===== src/rtl/uart_rx_oversampler_if.sv =====
// Signal bundle between the UART receive front end and its consumer.
// The receiver owns the master view; the line driver / byte consumer owns the slave view.
interface uart_rx_oversampler_if #(
  parameter int NBIT_DATA = 8
);
  logic                 rx_bit;
  logic [NBIT_DATA-1:0] data_out;
  logic                 rx_done_tick;
  logic                 frame_error;
  logic                 s_tick;

  // rx_done_tick and frame_error are single-clock strobes with no back-pressure:
  // the consumer must capture data_out in the cycle rx_done_tick is high
  // (data_out also holds until the next good frame).
  modport master (
    input  rx_bit,
    output data_out, rx_done_tick, frame_error, s_tick
  );

  modport slave (
    output rx_bit,
    input  data_out, rx_done_tick, frame_error, s_tick
  );
endinterface


===== src/rtl/uart_rx_oversampler.sv =====
// 8N1 UART receiver with internal oversampling baud tick, 2-flop input
// synchroniser, mid-bit sampling and framing-error / break handling.
module uart_rx_oversampler #(
   parameter int NBIT_DATA = 8,
   parameter int NUM_TICKS = 16,
   parameter int BAUD_RATE = 9600,
   parameter int CLK_FREQ  = 50000000
) (
   input  logic                  clk,
   input  logic                  reset,
   uart_rx_oversampler_if.master bus,
   output logic [2:0]            dbg_state
);

   localparam int DIV   = CLK_FREQ / (BAUD_RATE * NUM_TICKS);
   localparam int DIV_W = (DIV > 1) ? $clog2(DIV) : 1;
   localparam int S_W   = $clog2(NUM_TICKS);
   localparam int N_W   = (NBIT_DATA > 1) ? $clog2(NBIT_DATA) : 1;

   localparam logic [DIV_W-1:0] DIV_LAST = DIV_W'(DIV - 1);
   localparam logic [S_W-1:0]   S_MID    = S_W'(NUM_TICKS / 2 - 1);
   localparam logic [S_W-1:0]   S_LAST   = S_W'(NUM_TICKS - 1);
   localparam logic [N_W-1:0]   N_LAST   = N_W'(NBIT_DATA - 1);

   typedef enum logic [2:0] {
      ST_IDLE  = 3'd0,
      ST_START = 3'd1,
      ST_DATA  = 3'd2,
      ST_STOP  = 3'd3,
      ST_BREAK = 3'd4
   } state_t;

   state_t               state;
   logic [DIV_W-1:0]     div_cnt;
   logic                 tick;
   logic [1:0]           sync;
   logic                 rx_s;
   logic [S_W-1:0]       s_cnt;
   logic [N_W-1:0]       n_cnt;
   logic [NBIT_DATA-1:0] shift;
   logic [NBIT_DATA-1:0] data_q;
   logic                 done_q;
   logic                 ferr_q;

   assign rx_s             = sync[1];
   assign bus.data_out     = data_q;
   assign bus.rx_done_tick = done_q;
   assign bus.frame_error  = ferr_q;
   assign bus.s_tick       = tick;
   assign dbg_state        = state;

   // Free-running: never realigned to a start edge, so sampling phase may be off by up to DIV clks.
   always_ff @(posedge clk) begin
      if (!reset) begin
         div_cnt <= '0;
         tick    <= 1'b0;
      end else if (div_cnt == DIV_LAST) begin
         div_cnt <= '0;
         tick    <= 1'b1;
      end else begin
         div_cnt <= div_cnt + 1'b1;
         tick    <= 1'b0;
      end
   end

   always_ff @(posedge clk) begin
      if (!reset) sync <= 2'b11;
      else        sync <= {sync[0], bus.rx_bit};
   end

   always_ff @(posedge clk) begin
      if (!reset) begin
         state  <= ST_IDLE;
         s_cnt  <= '0;
         n_cnt  <= '0;
         shift  <= '0;
         data_q <= '0;
         done_q <= 1'b0;
         ferr_q <= 1'b0;
      end else begin
         done_q <= 1'b0;
         ferr_q <= 1'b0;
         unique case (state)
            ST_IDLE: begin
               if (!rx_s) begin
                  state <= ST_START;
                  s_cnt <= '0;
               end
            end
            ST_START: begin
               if (tick) begin
                  if (s_cnt == S_MID) begin
                     s_cnt <= '0;
                     n_cnt <= '0;
                     state <= rx_s ? ST_IDLE : ST_DATA;
                  end else begin
                     s_cnt <= s_cnt + 1'b1;
                  end
               end
            end
            ST_DATA: begin
               if (tick) begin
                  if (s_cnt == S_LAST) begin
                     s_cnt <= '0;
                     shift <= {rx_s, shift[NBIT_DATA-1:1]};
                     if (n_cnt == N_LAST) state <= ST_STOP;
                     else                 n_cnt <= n_cnt + 1'b1;
                  end else begin
                     s_cnt <= s_cnt + 1'b1;
                  end
               end
            end
            ST_STOP: begin
               // Leaving at mid-stop-bit lets an immediately following start edge be caught.
               if (tick) begin
                  if (s_cnt == S_LAST) begin
                     if (rx_s) begin
                        data_q <= shift;
                        done_q <= 1'b1;
                        state  <= ST_IDLE;
                     end else begin
                        ferr_q <= 1'b1;
                        state  <= ST_BREAK;
                     end
                  end else begin
                     s_cnt <= s_cnt + 1'b1;
                  end
               end
            end
            ST_BREAK: begin
               if (rx_s) state <= ST_IDLE;
            end
            default: state <= ST_IDLE;
         endcase
      end
   end

endmodule


===== src/flat_wrapper.sv =====
// flat-port wrapper written by rule: the top's interface ports become plain ports
module uart_rx_oversampler_flat 
#(
   parameter int NBIT_DATA = 8,
   parameter int NUM_TICKS = 16,
   parameter int BAUD_RATE = 9600,
   parameter int CLK_FREQ  = 50000000
)
  (clk, reset, dbg_state, bus_rx_bit, bus_data_out, bus_rx_done_tick, bus_frame_error, bus_s_tick);
  uart_rx_oversampler_if #(.NBIT_DATA(NBIT_DATA)) bus_i ();
  input  logic clk;
  input  logic reset;
  output logic [2:0] dbg_state;
  input wire logic [$bits(bus_i.rx_bit)-1:0] bus_rx_bit;
  output wire logic [$bits(bus_i.data_out)-1:0] bus_data_out;
  output wire logic [$bits(bus_i.rx_done_tick)-1:0] bus_rx_done_tick;
  output wire logic [$bits(bus_i.frame_error)-1:0] bus_frame_error;
  output wire logic [$bits(bus_i.s_tick)-1:0] bus_s_tick;
  assign bus_i.rx_bit = bus_rx_bit;
  assign bus_data_out = bus_i.data_out;
  assign bus_rx_done_tick = bus_i.rx_done_tick;
  assign bus_frame_error = bus_i.frame_error;
  assign bus_s_tick = bus_i.s_tick;
  uart_rx_oversampler #(.NBIT_DATA(NBIT_DATA), .NUM_TICKS(NUM_TICKS), .BAUD_RATE(BAUD_RATE), .CLK_FREQ(CLK_FREQ)) u_core (.clk(clk), .reset(reset), .bus(bus_i), .dbg_state(dbg_state));
endmodule

===== config.mk =====
export PLATFORM = sky130hd
export DESIGN_NAME = uart_rx_oversampler_flat
export DESIGN_NICKNAME = d
export VERILOG_FILES = /design/src/rtl/uart_rx_oversampler_if.sv /design/src/rtl/uart_rx_oversampler.sv /design/src/flat_wrapper.sv
export SDC_FILE = /design/constraint.sdc
export NUM_CORES = 1
export LEC_CHECK = 0
export ABC_AREA = 0
export ABC_CLOCK_PERIOD_IN_PS = 1680
export CORE_ASPECT_RATIO = 0.9
export CORE_MARGIN = 3
export CORE_UTILIZATION = 50
export DETAILED_ROUTE_END_ITERATION = 8
export PLACE_DENSITY_LB_ADDON = 0.12
export RECOVER_POWER = 25
export SYNTH_ARGS = -nofsm -noshare
export SYNTH_HDL_FRONTEND = slang
export SYNTH_SLANG_ARGS = --single-unit

===== constraint.sdc =====
create_clock -name clk -period 1.68 [get_ports clk]
set_input_delay 0.504 -clock clk [delete_from_list [all_inputs] [get_ports clk]]
set_output_delay 0.504 -clock clk [all_outputs]
set_load 0.01 [all_outputs]

-- Word level (Yosys, flattened, before mapping)
Cells that the tools add are included.
- register bits: 40
- output and inout bits: 14
- bits of input ports: 3
- equality and inequality tests: 19
- reduce and logical (&&, ||, !) cells: 10
- muxes and demuxes: 29
- add/sub/neg operators: 3
- bitwise logic cells: 1
- operators by type and width (operator ; count):
    3-bit two-way mux ; 15
    4-bit two-way mux ; 7
    2-bit by 1-bit != test with 1-bit output, second input constant ; 8
    4-bit case mux with 4 select lines ; 1
    3-bit case mux with 5 select lines ; 1
    6-bit AND reduction ; 2
    9-bit by 1-bit adder with 9-bit output, second input constant ; 1
    9-bit equality test, second input constant ; 1
    9-bit AND reduction ; 1
    4-bit AND reduction ; 2
    3-bit by 2-bit equality test with 1-bit output, second input constant ; 2
    3-bit equality test, second input constant ; 2
    2-bit != test, second input constant ; 3
    3-bit case mux with 2 select lines ; 1
    4-bit by 1-bit adder with 4-bit output, second input constant ; 1
    4-bit by 3-bit equality test with 1-bit output, second input constant ; 1
    4-bit equality test, second input constant ; 1
    4-bit nonzero test ; 1
    3-bit by 1-bit adder with 3-bit output, second input constant ; 1
    3-bit by 1-bit equality test with 1-bit output, second input constant ; 1
    3-bit zero test ; 1
    1-bit two-way mux ; 3
    3-bit AND reduction ; 1
    2-bit two-way mux ; 1
    other kinds (3) ; 3

-- Depth between registers and ports, before layout
Gate-level depths: netlist (run 1).
- depth in word-level cells: 5
- mapped depth: 7
- mapped depth without buffers: 6

-- Worst setup path before layout (run 1)
OpenSTA, ideal clock, no wires.
- path kind: register to register
- start point: register u_core.n_cnt[0]
- end point: register u_core.n_cnt[0]
- required time: 1610 ps
- path buffers: 0
- stages on the path, launching flop included: 7
- data arrival time: 1522 ps
- slack: 88 ps
- path through: dfxtp_1 > ha_1 > ha_1 > and4bb_1 > o211ai_2 > or3b_1 > a21boi_1
- word-level cells in the longest chain between the ends: 5
- elaborated cells between the ends (all ways): 8
- ends and longest elaborated chain (what ; RTL line ; source):
    from (decl) ; uart_rx_oversampler.sv:39 ; logic [N_W-1:0] n_cnt;
    from (signal assigned) ; uart_rx_oversampler.sv:107 ; else n_cnt <= n_cnt + 1'b1;
    3-bit by 1-bit adder with 3-bit output ; uart_rx_oversampler.sv:107 ;
    3-bit two-way mux ; uart_rx_oversampler.sv:106 ; if (n_cnt == N_LAST) state <= ST_STOP;
    3-bit two-way mux ; uart_rx_oversampler.sv:103 ; if (s_cnt == S_LAST) begin
    3-bit two-way mux ; uart_rx_oversampler.sv:102 ; if (tick) begin
    3-bit case mux with 2 select lines ; uart_rx_oversampler.sv:83 ; unique case (state)
Several ways; a longest one is shown, not always the timed one. The select of a mux whose other input is x is not followed.
A chain may end at the register's enable or synchronous reset.

-- Worst setup path in the final report (run 1)
Same ends and word-level chain as after synthesis.

==> results.py, run 1 <==
metrics = {
    "detailed_routing": {
        "drt-initial-drc-count": 154,
        "postRouteAntennaNets": 0,
        "wl_per_cell_um": 13.4,
        "vias": 1398,
        "drc": 0,
        "finalWirelength_um": 3470,
        "avgViaCountPerCell": 5.40,
        "drtPass1Iterations": 4,
    },
    "setup_path": {
        "crit_required_ps": 1900,
        "crit_type": "flop to flop",
        "reg2regPathDepth": 6,
        "startpoint_type": "flop",
        "critPathArrivalTime_ps": 1860,
        "slowest_stage": "or3b_1",
        "r2r-end": "u_core.n_cnt[0]$_SDFFE_PN0P_",
        "critPathMaxFanout": 5,
        "max_stage_delay_ps": 400,
        "regToRegStartpoint": "u_core.n_cnt[0]$_SDFFE_PN0P_",
        "r2r_setup_slack_ps": 40,
        "cp_common_cell": "ha_4",
        "crit_chain": "ha_4 > ha_4 > and4bb_1 > o211ai_2 > or3b_1 > a21boi_1",
        "cp-end-kind": "flop",
    },
    "logic_synthesis": {
        "yosysTopAreaCell": "dfxtp_1",
        "synth_cell_types": 43,
        "synth-edff-count": 0,
        "netlist_instances": 189,
        "ys_top_cells_by_count": "40 x dfxtp_1, 18 x nor2b_1, 17 x mux2i_1",
        "synth_most_common_cell": "dfxtp_1",
        "synth_flop_cell": "dfxtp_1",
        "avgSynthCellArea_um2": 9.59,
        "synth-seq-cells": 40,
        "ys_warn_count": 0,
        "synth_top_area_share": 0.442,
        "ys_seq_area_frac": 0.442,
        "async_flop_share": 0,
        "synth_area_mm2": 0.00181,
        "synth.top_cells.by_area": "dfxtp_1 44%, mux2i_1 9.4%, nor2b_1 6.2%, ha_1 3.5%, nand2_1 3.1%",
        "synth_fp_nets": 197,
    },
    "global_routing": {
        "grt_pass1_wl_um": 6150,
        "grt_overflow": 0,
        "antenna_found_initial": 0,
        "grt_max_degree": 19,
        "grtUsageTotal": 0.172,
        "grt_pass1_vias": 1381,
    },
    "timing": {
        "finClkSkew_ps": 9.52,
        "max-slew-margin-rel": 0.766,
        "fin_crit_sh": 0.974,
        "finalSetupViolations": 0,
        "hold_viol": 0,
        "final_max_slew_viol_count": 0,
        "rsz0062_at_grt": "yes",
        "worst_slack_ps": 42.8,
        "min_period_ps": 1640,
        "fmax_mhz": 611,
        "tightest_slew_ps": 349,
    },
    "min_path": {
        "hold_end": "u_core.sync[1]$_SDFF_PN1_",
        "hold_path_class": "flop to flop",
        "worstHoldStart": "u_core.sync[0]$_SDFF_PN1_",
        "whs_path_depth": 1,
    },
    "placed_design": {
        "dp_hpwl_um": 2330,
        "port_buffers": 16,
        "gp_congestion": 0.719,
        "placed_cell_area_mm2": 0.00202,
        "place_ws_ps": -51.0,
    },
    "power_and_ir_drop": {
        "finalPower_mw": 1.68,
        "p_leak_nw": 0.894,
        "peakVddDrop_uv": 916,
        "powerDensity_mw_per_mm2": 749,
    },
    "floorplanning": {
        "fp-row-count": 20,
        "core_mm2": 0.00343,
        "die_h_um": 63.1,
        "die_x_um": 69.5,
        "die-area_mm2": 0.00438,
        "start_util": 0.528,
        "boundaryPins": 17,
    },
    "cts": {
        "cts_tree": "done",
        "htree_levels": 2,
        "clkTransAtPathRegs_ps": 80,
        "cts_max_path_buffers": 2,
        "clock-sinks": 40,
        "root_buffer": "clkbuf_8",
        "cts_buffers": 5,
        "clock_latency_ps": 290,
    },
    "finish": {
        "fillers": 268,
        "nets": 222,
        "multi_input_area_um2": 993,
        "n_antenna_cell": 0,
        "stdcell_area_mm2": 0.00224,
        "area_growth_pct": 23.8,
        "seqCellArea_um2": 822,
        "layout-drive-gt1-share": 0.191,
    },
    "outcome": {
        "status": "completed",
    },
    "run": {
        "max_cap_violations": 0,
    },
}
[repair_timing]
item                       in CTS  in global routing
setup endpoints to repair      15                 28
gates resized for setup        23                 15
hold endpoints to repair        0                  0
gates cloned                    1                  0
hold buffers                    0                  0
setup buffers                   3                  1
pin swaps                       5                  6
[flip-flops by register name, indices dropped and copies added, names as in the netlist]
name	cells
u_core.bus.data_out	8
u_core.bus.frame_error	1
u_core.bus.rx_done_tick	1
u_core.bus.s_tick	1
u_core.dbg_state	3
u_core.div_cnt	9
u_core.n_cnt	3
u_core.s_cnt	4
u_core.shift	8
u_core.sync	2
[critical path: cells and delay by family (launching register included)]
| kind | cells | cell delay, ps |
|---|---|---|
| flops | 1 | 340 |
| compound gates | 2 | 250 |
| simple gates | 2 | 670 |
| fa+ha+maj | 2 | 310 |
[report_power, final]
part           leakage (nW)  internal [mW]  switching, mW
clock                0.0455          0.335          0.310
combinational         0.520         0.0353         0.0350
sequential            0.329          0.952         0.0125
total                 0.894           1.32          0.357
[area by class of cell]
type,count,area share
inverters,6,0.0100
well taps,44,0.0246
flip-flops and latches,40,0.367
clock buffers,8,0.0402
multi-input cells,133,0.443
repair buffers,28,0.116
[worst max-delay path by stage]
stage,from,to,slack (ps),depth (start not counted)
floorplan,u_core.n_cnt[0]$_SDFFE_PN0P_,u_core.n_cnt[0]$_SDFFE_PN0P_,90,6
global placement,reset,u_core.s_cnt[3]$_SDFFE_PN0P_,6,3
detailed placement,u_core.s_cnt[0]$_SDFFE_PN0P_,u_core.bus.data_out[1]$_SDFFE_PN0P_,-50,6
CTS,u_core.bus.data_out[0]$_SDFFE_PN0P_,bus_data_out[0],5,1
global route,u_core.n_cnt[0]$_SDFFE_PN0P_,u_core.n_cnt[0]$_SDFFE_PN0P_,-30,6
finish,u_core.n_cnt[0]$_SDFFE_PN0P_,u_core.n_cnt[0]$_SDFFE_PN0P_,40,6
[metal layers]
metal | vias up | GRT usage | part of all wire
met1 | 653 | 0.220 | 0.47
met5 | - | 0 | 0
met2 | 41 | 0.274 | 0.45
li1 | 699 | - | -
met4 | 0 | 0.0732 | 0.014
met3 | 5 | 0.0447 | 0.059
[placed cells by master, fill, tap and decap left out, types with 5 or more instances in the layout]
master | netlist | layout
dfxtp_1 | 40 | 31
nor2b_1 | 18 | 18
mux2i_1 | 17 | 17
nand2_1 | 15 | 15
nor2_1 | 13 | 13
buf_4 | 4 | 10
nand3_1 | 8 | 7
inv_1 | 6 | 6
clkbuf_8 | 0 | 6
dlymetal6s2s_1 | 0 | 6
dlygate4sd2_1 | 0 | 6
nand2b_1 | 6 | 5
dfxtp_2 | 0 | 5
[logic make-up after synthesis]
logic type	Yosys count	share of synthesized area
XOR/XNOR	7	0.0338
multiplexers	17	0.0939
buffers and inverters	16	0.0435
flip-flops	40	0.442
adder cells (fa/ha/maj)	5	0.0345
AND/OR/NAND/NOR	86	0.277
AO/OA/AOI/OAI	18	0.0753
[through the flow]
step                       util  cells  setup TNS [ps]  hold WS (ps)
after global routing      0.654    259           -31.8           431
final                     0.654    259               0           410
after floorplan               -    189               0           386
after CTS                 0.636    258               0           415
after global placement    0.590    246               0           398
after detailed placement  0.590    246            -161           398
No activity file was read; power rests on OpenSTA's default activity.
==> run 2: changes to the inputs <==
--- a/config.mk
+++ b/config.mk
@@ -7,9 +7,11 @@
 export LEC_CHECK = 0
 export ABC_AREA = 0
 export ABC_CLOCK_PERIOD_IN_PS = 1680
+export CELL_PAD_IN_SITES_DETAIL_PLACEMENT = 1
+export CELL_PAD_IN_SITES_GLOBAL_PLACEMENT = 2
 export CORE_ASPECT_RATIO = 0.9
 export CORE_MARGIN = 3
-export CORE_UTILIZATION = 50
+export CORE_UTILIZATION = 32
 export DETAILED_ROUTE_END_ITERATION = 8
 export PLACE_DENSITY_LB_ADDON = 0.12
 export RECOVER_POWER = 25
==> results.py, run 2 (synthesis results as in run 1) <==
metrics = {
    "timing": {
        "max-slew-margin-rel": 0.748,
        "finClkSkew_ps": 5.34,
        "fmax_mhz": 609,
        "finalSetupViolations": 0,
        "hold_slack_ps": 418,
        "rsz0062_at_grt": "yes",
        "final_max_slew_viol_count": 0,
        "hold_viol": 0,
        "min_period_ps": 1640,
        "fin_crit_sh": 0.978,
        "worst_slack_ps": 37.4,
        "tightest_slew_ps": 377,
    },
    "placed_design": {
        "port_buffers": 16,
        "place_ws_ps": -114,
        "gp_congestion": 0.705,
        "placed_cell_area_mm2": 0.00209,
        "dp_hpwl_um": 2890,
    },
    "power_and_ir_drop": {
        "finalPower_mw": 1.70,
        "p_leak_nw": 0.813,
        "peakVddDrop_uv": 422,
        "seqPwrFrac": 0.570,
        "p_int_mw": 1.32,
        "comb_power_share": 0.043,
        "clockPowerShare": 0.387,
        "powerDensity_mw_per_mm2": 751,
        "swShare": 0.224,
        "p_switching_mw": 0.380,
    },
    "setup_path": {
        "critPathMaxFanout": 3,
        "crit_path_start": "u_core.n_cnt[0]$_SDFFE_PN0P_",
        "crit_required_ps": 1900,
        "critPathArrivalTime_ps": 1860,
        "max_stage_delay_ps": 410,
        "regToRegStartpoint": "u_core.n_cnt[0]$_SDFFE_PN0P_",
        "crit_chain": "ha_4 > ha_4 > and4bb_1 > o211ai_2 > or3b_4 > a21boi_2",
        "crit_type": "flop to flop",
        "slowest_stage": "or3b_4",
        "cp_common_cell": "ha_4",
        "startpoint_type": "flop",
        "cp-end-kind": "flop",
    },
    "detailed_routing": {
        "avgViaCountPerCell": 4.96,
        "drtPass1Iterations": 4,
        "drc": 0,
        "drt-initial-drc-count": 21,
        "finalWirelength_um": 4030,
        "wl_per_cell_um": 14.1,
        "vias": 1418,
        "postRouteAntennaNets": 0,
    },
    "finish": {
        "stdcell_area_mm2": 0.00226,
        "regMostFlops": "u_core.div_cnt",
        "fillers": 614,
        "layout-drive-gt1-share": 0.219,
        "mostFrequentLayoutCell": "dfxtp_1",
        "nets": 226,
        "n_antenna_cell": 0,
        "area_growth_pct": 24.9,
        "largest_reg_flops": 9,
        "multi_input_area_um2": 982,
        "final_cell_mix": "32 x dfxtp_1, 18 x nor2b_1, 17 x mux2i_1",
        "fin_util": 0.423,
        "seqCellArea_um2": 813,
    },
    "global_routing": {
        "antenna_found_initial": 0,
        "grt_max_degree": 14,
        "grtUsageTotal": 0.129,
        "grt_pass1_wl_um": 6870,
        "grt_pass1_vias": 1443,
        "grt_overflow": 0,
    },
    "floorplanning": {
        "fp-row-count": 25,
        "die-area_mm2": 0.00660,
        "die_h_um": 77.4,
        "start_util": 0.339,
        "die_x_um": 85.3,
        "core_mm2": 0.00535,
        "boundaryPins": 17,
    },
    "cts": {
        "cts_max_path_buffers": 2,
        "root_buffer": "clkbuf_8",
        "cts_tree": "done",
        "clock-sinks": 40,
        "htree_levels": 2,
        "clock_latency_ps": 290,
        "cts_buffers": 5,
        "clkTransAtPathRegs_ps": 80,
    },
    "min_path": {
        "hold_path_class": "flop to flop",
        "worstHoldStart": "u_core.sync[0]$_SDFF_PN1_",
    },
    "outcome": {
        "status": "completed",
    },
    "run": {
        "max_cap_violations": 0,
    },
}
[run 2: worst paths after layout]
path | end | slack, ps | cells after the start
setup / recovery | u_core.n_cnt[0]$_SDFFE_PN0P_ | 40 | 6
hold / removal | u_core.sync[1]$_SDFF_PN1_ | 420 | 1
setup reg to reg | u_core.n_cnt[0]$_SDFFE_PN0P_ | 40 | 6
hold reg to reg | u_core.sync[1]$_SDFF_PN1_ | 420 | 1
[run 2: metal layers]
metal / GRT usage / part of all wire / up-vias / wire, um
met2: 0.221 / 0.50 / 16 / 2010
met4: 0.0380 / 0.0094 / 0 / 38
met3: 0.0340 / 0.030 / 5 / 122
met1: 0.158 / 0.46 / 692 / 1860
li1: - / - / 705 / -
met5: 0 / 0 / - / 0
[run 2: power by group through the flow]
stage	clock (mW)	sequential (mW)	combinational, mW
final	0.658	0.969	0.0727
after global routing	0.732	0.971	0.0828
after CTS	0.691	0.969	0.0754
after detailed placement	0	0.992	0.0757
after global placement	0	0.990	0.0733
after floorplan	0	0.988	0.0487
[run 2: repair_timing]
action                     4_1_cts  5_1_grt
hold buffers                     0        0
setup endpoints to repair        9       29
cloned                           0        1
pin swaps                        4        8
buffers inserted                 3        0
resized for setup               17       19
[run 2: through the flow]
step / instances / TNS, ps
after floorplan: 189 / 0
after global placement: 274 / 0
after detailed placement: 274 / -117
after CTS: 285 / 0
after global routing: 286 / -98.5
final: 286 / 0
[run 2: area by class of cell]
class                   instances  share of cell area
multi-input cells             133               0.434
well taps                      67              0.0370
clock buffers                   6              0.0365
flip-flops and latches         40               0.359
repair buffers                 32               0.119
clock inverters                 2             0.00442
inverters                       6             0.00995
[run 2: worst max-delay path: cells and delay by family (launching register included)]
kind	cells	cell delay, ps
adders and majority gates	2	310
and+or+nand+nor	2	690
AOI/OAI and AO/OA	2	230
DFF	1	340
==> patch 1, RTL diff (config.mk and constraints of run 2) <==
`BAUD_RATE` is set to 9600 in 2 places; all go to 38400.
--- a/src/rtl/uart_rx_oversampler.sv
+++ b/src/rtl/uart_rx_oversampler.sv
@@ -4,5 +4,5 @@
    parameter int NBIT_DATA = 8,
    parameter int NUM_TICKS = 16,
-   parameter int BAUD_RATE = 9600,
+   parameter int BAUD_RATE = 38400,
    parameter int CLK_FREQ  = 50000000
 ) (
--- a/src/flat_wrapper.sv
+++ b/src/flat_wrapper.sv
@@ -4,5 +4,5 @@
    parameter int NBIT_DATA = 8,
    parameter int NUM_TICKS = 16,
-   parameter int BAUD_RATE = 9600,
+   parameter int BAUD_RATE = 38400,
    parameter int CLK_FREQ  = 50000000
 )
Formal check against the unedited RTL: no difference found for any inputs over 10 cycles, from zero or initial values and one cycle with reset low; that may be too few to reach the edited logic, so the function may still have changed.
==> patch 1 against run 2 <==
Die area down 10%. Synthesized cell count down 6.3%. Via count decreased by 3.5%. Critical endpoint is now bus_rx_done_tick. Area after synthesis is 11% lower. First-iteration DRC count grew 62%. Largest cell class unchanged. Setup slack improved by 0.014 ns. Utilization increased by 5.2 points. Sequential cell count shrank 2. Wire length shrank 3.3%. Cell area decreased by 2.2%.
Power is not compared: it rests on default switching activity, and its combinational part moved more than twofold at a synthesized area within 25%.
==> patch 1: results (changes against run 2) <==
area grow syn2layout 37.1% (was 24.9%); run status completed (unchanged); slowest stage delay, CP 0.53 ns (was 0.41 ns); first-pass GRT wire length 6.54 mm (was 6.87 mm); crit path capture bus_rx_done_tick (was u_core.n_cnt[0]); worst r2r path cells 7 (was 6); final WL 3.89 mm (was 4.03 mm); Fin Clk Skew 0.00430 ns (was 0.00534 ns); R2R Path Start u_core.n_cnt[1] (was u_core.n_cnt[0]); vias in the first global route 1460 (was 1443); Worst slew margin 0.768 (was 0.748); Crit Path Max Fanout 1 (was 3); GP Congestion 0.771 (was 0.705); cts repair resizes 21 (was 17); Detailed Route Iter0 Violations 34 (was 21); Post-DP HPWL 2.70 mm (was 2.89 mm); setup bufs post-CTS 2 (was 3); Final #Nets 222 (was 226); Cell Area, Placed 0.00196 mm² (was 0.00209 mm²); Synth top cells by count dfxtp_1 (38), nor2_1 (31), mux2i_1 (19) (was dfxtp_1 (40), nor2b_1 (18), mux2i_1 (17)); wire length on met1 1.75 mm (was 1.86 mm); drt first pass iters 2 (was 4); Avg Cell Area, Syn 9.13 µm² (was 9.59 µm²); worst setup margin 0.0513 ns (was 0.0374 ns); Vias/cell 4.94 (was 4.96); DR WL met2 1.96 mm (was 2.01 mm); post-synthesis sequential area ratio 0.471 (was 0.442)
[patch 1: logic make-up after synthesis]
| group | synth area share |
|---|---|
| muxes | 0.118 |
| buffers and inverters | 0.0395 |
| xor gates and xnor gates | 0.0271 |
| and+or+nand+nor | 0.214 |
| DFF | 0.471 |
| adders and majority gates | 0.0387 |
| AOI/OAI and AO/OA | 0.0922 |
[patch 1: worst min path at each step]
stage | endpoint | slack (ns) | cells after the start
finish | u_core.sync[1] | 0.42 | 1
global placement | u_core.sync[1] | 0.39 | 1
global route | u_core.sync[1] | 0.46 | 1
floorplan | u_core.sync[1] | 0.39 | 1
detailed placement | u_core.sync[1] | 0.41 | 1
CTS | u_core.sync[1] | 0.43 | 1
[patch 1: cell type report]
cell class                      count  area share
Clock buffer                        5      0.0311
Inverter                            7      0.0119
Tap cell                           62      0.0350
Clock inverter                      3      0.0311
Timing Repair Buffer               37       0.142
Sequential cell                    38       0.350
Multi-Input combinational cell    125       0.398
==> patch 2, RTL diff (flow settings as in run 2) <==
Without the edit above. One comparison of `s_cnt` changes from == to >=.
--- a/src/rtl/uart_rx_oversampler.sv
+++ b/src/rtl/uart_rx_oversampler.sv
@@ -90,5 +90,5 @@
             ST_START: begin
                if (tick) begin
-                  if (s_cnt == S_MID) begin
+                  if (s_cnt >= S_MID) begin
                      s_cnt <= '0;
                      n_cnt <= '0;
Formal check against the unedited RTL: same outputs for any inputs over 10 cycles, from zero or initial values and one cycle with reset low; that may be too few to reach the edited logic, so the function may still have changed.
==> patch 2 against run 2 <==
Die area is 4.5% lower. Clock skew decreased by 0.00062 ns. Wire length up 11%. Setup slack worse by 0.12 ns. Sequential cell count did not move. The flow now finishes with violations (setup timing). First-iteration DRC count increased by 57%. Cell area grew 7.5%. Maximum frequency is 7.0% lower. Area after synthesis shrank 4.9%.
Power is not compared: it rests on default switching activity, and its combinational part moved more than twofold at a synthesized area within 25%.
==> patch 2: results (changes against run 2) <==
Adder-Cell Fraction of Synth Area 0.0363 (was 0.0345); layout cells sized above 1 0.300 (was 0.219); Non-CTS inverters 5 (was 6); Worst slew margin 0.691 (was 0.748); violated checks setup timing; wire length on met3 135 µm (was 122 µm); Fillers 562 (was 614); cts repair resizes 26 (was 17); Area contributors post-synth dfxtp_1 (46%), mux2i_1 (9.3%), nor2_1 (7.2%) (was dfxtp_1 (44%), mux2i_1 (9.4%), nor2b_1 (6.2%)); vias in the first global route 1523 (was 1443); first-pass GRT wire length 7.14 mm (was 6.87 mm); Final #Nets 244 (was 226); setup bufs post-CTS 2 (was 3); Setup TNS -0.211 ns (was 0 ns); Post-DP HPWL 3.29 mm (was 2.89 mm); slowest CP cell a2111o_1 (was or3b_4); Seq/total area 0.336 (was 0.359); Crit Path Max Fanout 6 (was 3); wire length on met1 2.34 mm (was 1.86 mm); met3 usage 0.0314 (was 0.0340); Fin Clk Skew 0.00472 ns (was 0.00534 ns); Synthesized Nets 195 (was 197); hold_ws 0.438 ns (was 0.418 ns); slowest stage delay, CP 0.50 ns (was 0.41 ns); Tot Pwr 0.00238 W; final setup vio count 5 (was 0); Detailed Route Iter0 Violations 33 (was 21); largest net degree at the start of global routing 23 (was 14); DR vias 1506 (was 1418); worst setup margin -0.0863 ns (was 0.0374 ns); global router's overall resource usage 0.145 (was 0.129); Synth top cells by count dfxtp_1 (40), nor2_1 (33), mux2i_1 (16) (was dfxtp_1 (40), nor2b_1 (18), mux2i_1 (17)); post-synthesis mux area share 0.0930 (was 0.0939); run status finished with violations (was completed); Compound-Gate Fraction of Synth Area 0.0980 (was 0.0753); CP top delay family compound AO/OA/AOI/OAI gates (was simple AND/OR/NAND/NOR gates); post-synthesis sequential area ratio 0.465 (was 0.442); Post-Synth XOR/XNOR Area 0.0407 (was 0.0338); Cell Area, Placed 0.00216 mm² (was 0.00209 mm²); Place WS -0.0997 ns (was -0.114 ns); Vias/cell 4.99 (was 4.96); clock-cell share of area 0.0478 (was 0.0409)
==> patch 2: changes by cell type after synthesis, moves of 4 or more <==
cell            run 2  this run
nand2_1            15         8
xor2_1              3         7
a21oi_1             1         7
o21ai_0             3         7
nor2_1             13        33
nor2b_1            18         1
==> patch 2: worst max path at each step <==
| stage | start | endpoint | slack, ns | cells past startpoint |
|---|---|---|---|---|
| global route | u_core.s_cnt[1] | u_core.dbg_state[0] | -0.23 | 5 |
| floorplan | u_core.dbg_state[0] | u_core.dbg_state[0] | -0.02 | 6 |
| detailed placement | u_core.n_cnt[0] | u_core.dbg_state[0] | -0.1 | 6 |
| CTS | u_core.dbg_state[0] | u_core.dbg_state[0] | -0.13 | 5 |
| finish | u_core.s_cnt[0] | u_core.dbg_state[0] | -0.09 | 5 |
| global placement | u_core.dbg_state[0] | u_core.s_cnt[0] | -0.03 | 5 |
